**src/rtl/lms_spi_mst.sv**
```systemverilog
// Purpose : single-word SPI master (modes 0-3, NUM_SS decoded selects, MSB-first;
//           optional LSB-first when LMS_SPI_MST_LSB_FIRST_EN is defined).
// Latency : rsp_valid pulses (2*DATA_W+2)*CLK_DIV+1 clk_clk cycles after the accept cycle.
// Backpressure: cmd_ready is high only while idle; one command is in flight at a time.
//
// Ports
//   clk_clk, reset_reset_n   : clock (rising edge), synchronous active-low reset
//   cmd_valid/cmd_ready      : command handshake; cmd_data/cmd_ss/cmd_mode latched on accept
//   cmd_mode                 : bit1 = CPOL, bit0 = CPHA
//   rsp_valid/rsp_data       : one-cycle completion pulse, received word held until next completion
//   busy                     : high from the cycle after accept through the rsp_valid cycle
//   spi_SCLK/MOSI/MISO/SS_n  : SPI bus; SS_n is active low, one line per slave
//   cmd_lsb_first            : present only with LMS_SPI_MST_LSB_FIRST_EN, selects LSB-first order
module lms_spi_mst #(
   parameter int DATA_W  = 16,
   parameter int NUM_SS  = 2,
   parameter int CLK_DIV = 2
) (
   input  logic              clk_clk,
   input  logic              reset_reset_n,
   input  logic              cmd_valid,
   output logic              cmd_ready,
   input  logic [DATA_W-1:0] cmd_data,
   input  logic [2:0]        cmd_ss,
   input  logic [1:0]        cmd_mode,
   output logic              rsp_valid,
   output logic [DATA_W-1:0] rsp_data,
   output logic              busy,
   output logic              spi_SCLK,
   output logic              spi_MOSI,
   input  logic              spi_MISO,
   output logic [NUM_SS-1:0] spi_SS_n
`ifdef LMS_SPI_MST_LSB_FIRST_EN
   ,
   input  logic              cmd_lsb_first
`endif
);

   localparam int DIV_W  = $clog2(CLK_DIV) + 1;
   localparam int EDGE_W = $clog2(2 * DATA_W) + 1;
   localparam logic [DIV_W-1:0]  DIV_LAST  = DIV_W'(CLK_DIV - 1);
   localparam logic [EDGE_W-1:0] EDGE_LAST = EDGE_W'(2 * DATA_W - 1);

   typedef enum logic [2:0] {
      ST_IDLE,
      ST_SETUP,
      ST_XFER,
      ST_HOLD,
      ST_DONE
   } state_t;

   state_t              state_q;
   logic                cmd_ready_q;
   logic                busy_q;
   logic                rsp_valid_q;
   logic [DATA_W-1:0]   rsp_data_q;
   logic                sclk_q;
   logic                mosi_q;
   logic [NUM_SS-1:0]   ss_n_q;
   logic                cpol_q;
   logic                cpha_q;
   logic [DATA_W-1:0]   tx_q;
   logic [DATA_W-1:0]   rx_q;
   logic [DIV_W-1:0]    div_cnt_q;
   // Index of the last SCLK edge produced in XFER; even = leading, odd = trailing.
   logic [EDGE_W-1:0]   edge_idx_q;

   logic                lsb_first;
   logic                lsb_first_in;
   logic                accept;
   logic                div_end;
   logic                tx_bit;
   logic                tx_first_bit;
   logic [DATA_W-1:0]   tx_d;
   logic [DATA_W-1:0]   tx_load_d;
   logic [DATA_W-1:0]   rx_d;

`ifdef LMS_SPI_MST_LSB_FIRST_EN
   logic lsb_first_q;
   assign lsb_first    = lsb_first_q;
   assign lsb_first_in = cmd_lsb_first;
`else
   assign lsb_first    = 1'b0;
   assign lsb_first_in = 1'b0;
`endif

   // Out-of-range slave indices decode to no active select; the transfer still runs.
   function automatic logic [NUM_SS-1:0] ss_decode(input logic [2:0] idx);
      logic [NUM_SS-1:0] v;
      v = '1;
      for (int i = 0; i < NUM_SS; i++) begin
         if (idx == 3'(i)) begin
            v[i] = 1'b0;
         end
      end
      return v;
   endfunction

   assign accept  = cmd_valid && cmd_ready_q && (state_q == ST_IDLE);
   assign div_end = (div_cnt_q == DIV_LAST);

   // Shift-register next values. tx_q always holds the next bit to send at its
   // outgoing end, so MOSI updates are a single register load on a shift edge.
   always_comb begin
      tx_bit       = lsb_first ? tx_q[0] : tx_q[DATA_W-1];
      tx_first_bit = lsb_first_in ? cmd_data[0] : cmd_data[DATA_W-1];
      tx_d         = lsb_first ? {1'b0, tx_q[DATA_W-1:1]} : {tx_q[DATA_W-2:0], 1'b0};
      tx_load_d    = lsb_first_in ? (cmd_data >> 1) : (cmd_data << 1);
      rx_d         = lsb_first ? {spi_MISO, rx_q[DATA_W-1:1]} : {rx_q[DATA_W-2:0], spi_MISO};
   end

   always_ff @(posedge clk_clk) begin
      if (!reset_reset_n) begin
         state_q     <= ST_IDLE;
         cmd_ready_q <= 1'b0;
         busy_q      <= 1'b0;
         rsp_valid_q <= 1'b0;
         rsp_data_q  <= '0;
         sclk_q      <= 1'b0;
         mosi_q      <= 1'b0;
         ss_n_q      <= '1;
         cpol_q      <= 1'b0;
         cpha_q      <= 1'b0;
         tx_q        <= '0;
         rx_q        <= '0;
         div_cnt_q   <= '0;
         edge_idx_q  <= '0;
`ifdef LMS_SPI_MST_LSB_FIRST_EN
         lsb_first_q <= 1'b0;
`endif
      end else begin
         rsp_valid_q <= 1'b0;
         case (state_q)
            ST_IDLE: begin
               sclk_q <= cpol_q;
               if (accept) begin
                  state_q     <= ST_SETUP;
                  cmd_ready_q <= 1'b0;
                  busy_q      <= 1'b1;
                  div_cnt_q   <= '0;
                  cpol_q      <= cmd_mode[1];
                  cpha_q      <= cmd_mode[0];
                  sclk_q      <= cmd_mode[1];
                  ss_n_q      <= ss_decode(cmd_ss);
                  rx_q        <= '0;
`ifdef LMS_SPI_MST_LSB_FIRST_EN
                  lsb_first_q <= cmd_lsb_first;
`endif
                  // CPHA=0 slaves sample on the first edge, so the first bit
                  // must be on MOSI for the whole setup window.
                  if (!cmd_mode[0]) begin
                     mosi_q <= tx_first_bit;
                     tx_q   <= tx_load_d;
                  end else begin
                     tx_q   <= cmd_data;
                  end
               end else begin
                  cmd_ready_q <= 1'b1;
               end
            end

            ST_SETUP: begin
               div_cnt_q <= div_cnt_q + DIV_W'(1);
               if (div_end) begin
                  // Leaving setup produces leading edge 0.
                  state_q    <= ST_XFER;
                  div_cnt_q  <= '0;
                  edge_idx_q <= '0;
                  sclk_q     <= ~cpol_q;
                  if (cpha_q) begin
                     mosi_q <= tx_bit;
                     tx_q   <= tx_d;
                  end else begin
                     rx_q   <= rx_d;
                  end
               end
            end

            ST_XFER: begin
               div_cnt_q <= div_cnt_q + DIV_W'(1);
               if (div_end) begin
                  div_cnt_q <= '0;
                  if (edge_idx_q == EDGE_LAST) begin
                     // Last trailing half-period finished; SCLK is back at CPOL.
                     state_q <= ST_HOLD;
                  end else begin
                     edge_idx_q <= edge_idx_q + EDGE_W'(1);
                     sclk_q     <= ~sclk_q;
                     // Next edge is leading when the current index is odd.
                     // Leading edges shift for CPHA=1, trailing edges shift for CPHA=0.
                     if (edge_idx_q[0] == cpha_q) begin
                        mosi_q <= tx_bit;
                        tx_q   <= tx_d;
                     end else begin
                        rx_q   <= rx_d;
                     end
                  end
               end
            end

            ST_HOLD: begin
               div_cnt_q <= div_cnt_q + DIV_W'(1);
               if (div_end) begin
                  state_q     <= ST_DONE;
                  div_cnt_q   <= '0;
                  ss_n_q      <= '1;
                  rsp_data_q  <= rx_q;
                  rsp_valid_q <= 1'b1;
               end
            end

            ST_DONE: begin
               state_q     <= ST_IDLE;
               busy_q      <= 1'b0;
               cmd_ready_q <= 1'b1;
            end

            default: begin
               state_q     <= ST_IDLE;
               busy_q      <= 1'b0;
               cmd_ready_q <= 1'b0;
               ss_n_q      <= '1;
            end
         endcase
      end
   end

   assign cmd_ready = cmd_ready_q;
   assign busy      = busy_q;
   assign rsp_valid = rsp_valid_q;
   assign rsp_data  = rsp_data_q;
   assign spi_SCLK  = sclk_q;
   assign spi_MOSI  = mosi_q;
   assign spi_SS_n  = ss_n_q;

endmodule

```
**config.mk**
```make
export PLATFORM = sky130hd
export DESIGN_NAME = lms_spi_mst
export DESIGN_NICKNAME = d
export VERILOG_FILES = /design/src/rtl/lms_spi_mst.sv
export SDC_FILE = /design/constraint.sdc
export NUM_CORES = 1
export LEC_CHECK = 0
export CORE_UTILIZATION = 50
export DETAILED_ROUTE_END_ITERATION = 8
export PLACE_DENSITY = 0.81
export SYNTH_ARGS = -nofsm -noshare
export SYNTH_HDL_FRONTEND = slang
export SYNTH_SLANG_ARGS = --single-unit
```
**constraint.sdc**
```tcl
create_clock -name clk_clk -period 2.5 [get_ports clk_clk]
set_clock_uncertainty 0.05 [all_clocks]
set_input_delay 0.5 -clock clk_clk [delete_from_list [all_inputs] [get_ports clk_clk]]
set_output_delay 0.5 -clock clk_clk [all_outputs]
set_load 0.01 [all_outputs]
```
# Word level (Yosys, flattened, before mapping)
# Index checks and enable logic that the tools add are counted.
# Widths: inputs -> output; s select.
[totals]
output_inout_bits = 23
regBits = 68
in_bits = 25
[classes]
n_addsub = 2
reduce_logical = 21
bitwise = 4
n_mux = 51
n_eq_ne = 19
[op_table]
columns = ["operator", "count"]
rows = [
  ["$mux 16", 13],
  ["$pmux 16 s3", 2],
  ["$ne 2x2->1 const B", 11],
  ["$mux 6", 3],
  ["$mux 1", 16],
  ["$mux 3", 5],
  ["$reduce_and 7->1", 2],
  ["$pmux 3 s4", 1],
  ["$pmux 6 s2", 1],
  ["$reduce_and 2->1", 5],
  ["$pmux 1 s3", 3],
  ["$mux 2", 4],
  ["$reduce_and 4->1", 2],
  ["$reduce_and 8->1", 1],
  ["$add 6x1->6 const B", 1],
  ["$eq 3x1->1 const B", 2],
  ["$eq 3x2->1 const B", 2],
  ["$eq 6x5->1 const B", 1],
  ["$logic_not 3->1", 2],
  ["$pmux 2 s3", 1],
  ["$reduce_or 3->1", 2],
  ["$reduce_and 5->1", 1],
  ["$not 1->1", 4],
  ["$pmux 2 s2", 1],
  ["other kinds (9)", 11],
]

# Logic depth before layout (Yosys ltp)
[logic_depth]
word_depth = 5
mapped_depth = 8

# Least setup slack after synthesis
# Ideal clock, no wire load.
[synth_timing]
path_kind = "reg2reg"
from = "reg edge_idx_q[0]"
to = "reg rx_q[10]"
path_buffers = 2
synth_period_minus_slack_ps = 1846
setup_slack_ps = 654
arrival_ps = 1724
path_stages_with_launch = 9
t_required_ps = 2378
cell_sequence = "dfxtp_1 > ha_1 > and2b_1 > nand3_2 > nor3b_4 > o221a_4 > buf_12 > buf_12 > mux2i_1"
[synth_via]
elab_chain_cells = 3
elab_cells_between_ends = 5
classes_between = "eq/ne (4); reduce/logical (1)"
[synth_rtl]
columns = ["element", "line", "text"]
rows = [
  ["start: declaration", "66", "logic [EDGE_W-1:0] edge_idx_q;"],
  ["start signal: assignment", "187", "edge_idx_q <= edge_idx_q + EDGE_W'(1);"],
  ["$eq 6x5->1 or $eq 1x1->1 (tied branches)", "183, 191", ""],
  ["$ne 2x2->1 (no source line)", "n/a", ""],
  ["$reduce_and 7->1 (no source line) (*)", "n/a", ""],
  ["end signal: assignment", "174", "rx_q <= rx_d;"],
  ["end signal: assignment", "195", "rx_q <= rx_d;"],
  ["end: declaration", "63", "logic [DATA_W-1:0] rx_q;"],
]
# Mark *: on every way between the ends. The rest lies on a longest branch, timed or not.
# A chain may end at the register's enable or synchronous reset.

# Final worst setup path
[layout_timing]
from = "reg edge_idx_q[0]"
to = "reg rx_q[15]"
# Same word-level chain as after synthesis.

==> results_dict.tcl <==
set metrics [dict create \
    drv_slew 0 \
    ys_ff_latch 68 \
    h-tree-depth 3 \
    ff2ff_path_depth 6 \
    netlist_area_sq_mm 0.00325 \
    r2r_slack_ns 0.39 \
    hold_path_depth 1 \
    synth-seq-area-share_pct 41.8 \
    start_util_pct 51.5 \
    vdd.ir_drop.worst_mv 0.468 \
    routed_wl_um 6440 \
    finalCriticalPeriod_ns 2.11 \
    hold_end "div_cnt_q[1]" \
    insertion_delay_ns 0.35 \
    fin_hold_ws_ns 0.407 \
    cts_resized 0 \
    io_pins 48 \
    tightest_slew_ns 0.803 \
    setup_violations 0 \
    diodes 0 \
    placedCellCount 454 \
    clk_pin_slew_worst_paths_ns 0.07 \
    start_kind "flip-flop" \
    synth_most_common_cell "dfxtp_1" \
    hpwl_um 4370 \
    yosys-top-cells-area "dfxtp_1, mux2i_1, nand2_1" \
    grt_pass1_vias 2407 \
    pre_cts_ws_ns 0.260 \
    final_nets 414 \
    grt_pass1_wl_um 10500 \
    n_fill_cell 554 \
    dr.pass1.iters 4 \
    routabilityCongestion 0.801 \
    synth-main-ff-cell "dfxtp_1" \
    r2r_end "rx_q[15]" \
    critPathArrivalTime_ns 2.33 \
    synth_edf_count 0 \
    cts_tree "built" \
    min_path_type "reg -> reg" \
    vias 2600 \
    avgSynthCellArea_sq_um 9.22 \
    rsz0062_at_grt "false" \
    holdBufCountCts 0 \
    crit_type "reg -> reg" \
    clock-root-buffer "clkbuf_8" \
    slew_headroom_pct 46.4 \
    synth_top_area_cell "dfxtp_1" \
    tns_ns 0 \
    cp.required_ns 2.72 \
    cts-buffers-inserted 9 \
    drtAntennaViolNets 0 \
    placementRows 29 \
    synthesis.nets 379 \
    antenna_found_initial 0 \
    dieArea_sq_mm 0.00683 \
    io_buffers 47 \
    grt_overflow 0 \
    coreArea_sq_mm 0.00631 \
    viasPerCell 5.53 \
    max_freq_mhz 473 \
    drv_cap 0 \
    min_from "div_cnt_q[1]" \
    synth.distinct_cells 50 \
    setup_slack_ns 0.387 \
    floorplan.die.height_um 82.7 \
    cellLeakagePower_uw 0.00147 \
    synthToLayoutAreaGrowth_pct 20.4 \
    drcViolationCount 0 \
    critPathCaptureType "flip-flop" \
    ys_async_sr_fraction_pct 0 \
    die_w_um 82.7 \
    hold_viol_final 0 \
    wire_per_inst_um 13.7 \
    synth_top_area_share_pct 41.8 \
    syn_inst 353 \
    ys.warnings.count 0 \
    final_cells 470 \
    grt_max_degree 56 \
    clockBufferDepth 2 \
    synth.cells.most_frequent "dfxtp_1, mux2i_1, nand2_1" \
    powerDensity_mw_per_mm2 675 \
    status "finished clean" \
    drive_gt1_share_pct 8.65 \
    fin_crit_sh_pct 84.5 \
    critPathMaxFanout 16 \
    postCtsSetupBuffers 0 \
    grt_usage_pct 20.3 \
    cts.sinks 68 \
    drt_iter0_markers 139 \
    r2r_start "edge_idx_q[0]" \
]
stage by stage:
step                area (sq um)  utilization [%]  total power (uW)
floorplan                   3250                -              1480
global placement            3680             58.2              1560
detailed placement          3680             58.2              1570
CTS                         3920             62.0              2650
global route                3920             62.0              2740
finish                      3920             62.0              2640
state kept, by name (all words and copies together) (netlist names):
signal and cells:
spi_SCLK 1, rx_q 16, cpha_q 1, cpol_q 1
spi_SS_n 2, state_q 3, rsp_valid 1, rsp_data 16
spi_MOSI 1, cmd_ready 1, edge_idx_q 6, tx_q 16
busy 1, div_cnt_q 2
logic make-up (layout without fill, tap and decap cells):
family | after synthesis | after routing | synth area share (%)
xor gates and xnor gates | 6 | 6 | 1.62
muxes | 51 | 51 | 15.7
adders and majority gates | 2 | 2 | 0.731
and+or+nand+nor | 134 | 134 | 20.7
buffers and inverters | 32 | 72 | 6.73
DFF | 68 | 68 | 41.8
AOI/OAI and AO/OA | 60 | 60 | 12.7
area by class of cell:
cell class	count	area (sq um)	area share, %
multi-input combinational	253	1680	42.8
inverter	1	3.75	0.0958
clock inverter	6	113	2.87
clock buffer	10	128	3.26
sequential	68	1360	34.7
timing repair buffer	55	538	13.7
tap	77	96.3	2.46
critical path, cell delays in order, from the launching register on:
cell	delay, ns
dfxtp_1	0.38
ha_1	0.25
and2b_1	0.19
nand3_2	0.16
nor3b_4	0.33
o221a_4	0.45
mux2i_1	0.24
power by group:
group / internal, uW / switching (uW)
registers: 1130 / 38.1
logic: 172 / 211
clock network: 665 / 431
how the worst max path moves through the flow:
stage | start | slack (ns) | cells past startpoint | to
after floorplan | edge_idx_q[0] | 0.65 | 8 | rx_q[10]
after global routing | edge_idx_q[0] | 0.28 | 6 | rx_q[15]
final | edge_idx_q[0] | 0.39 | 6 | rx_q[15]
after global placement | cmd_valid | 0.33 | 7 | tx_q[0]
after CTS | edge_idx_q[0] | 0.40 | 6 | rx_q[9]
after detailed placement | cmd_valid | 0.26 | 7 | tx_q[0]
cells in the final DEF, fill, tap and decap left out, types with 2 or more instances in the layout:
cell,count
and2_1,2
nand2b_1,6
buf_4,7
o2111ai_1,15
dfxtp_1,68
xor2_1,5
and3_1,4
clkinv_4,2
nand3_1,17
nand2_1,51
nor2_1,33
o22a_1,2
mux2i_1,51
a21o_1,2
a211oi_1,2
o21ai_1,3
nand4_1,6
clkbuf_8,9
clkdlybuf4s50_1,46
nor3b_4,2
o21ai_0,16
a21oi_1,13
bufinv_16,3
per-layer routing:
metal	track usage, %	share of wire (%)
met1	25.0	49
met4	10.7	2.4
met2	33.6	46
met5	0	0
met3	3.63	2.7
Note: power is estimated with default switching activity, not from simulation.
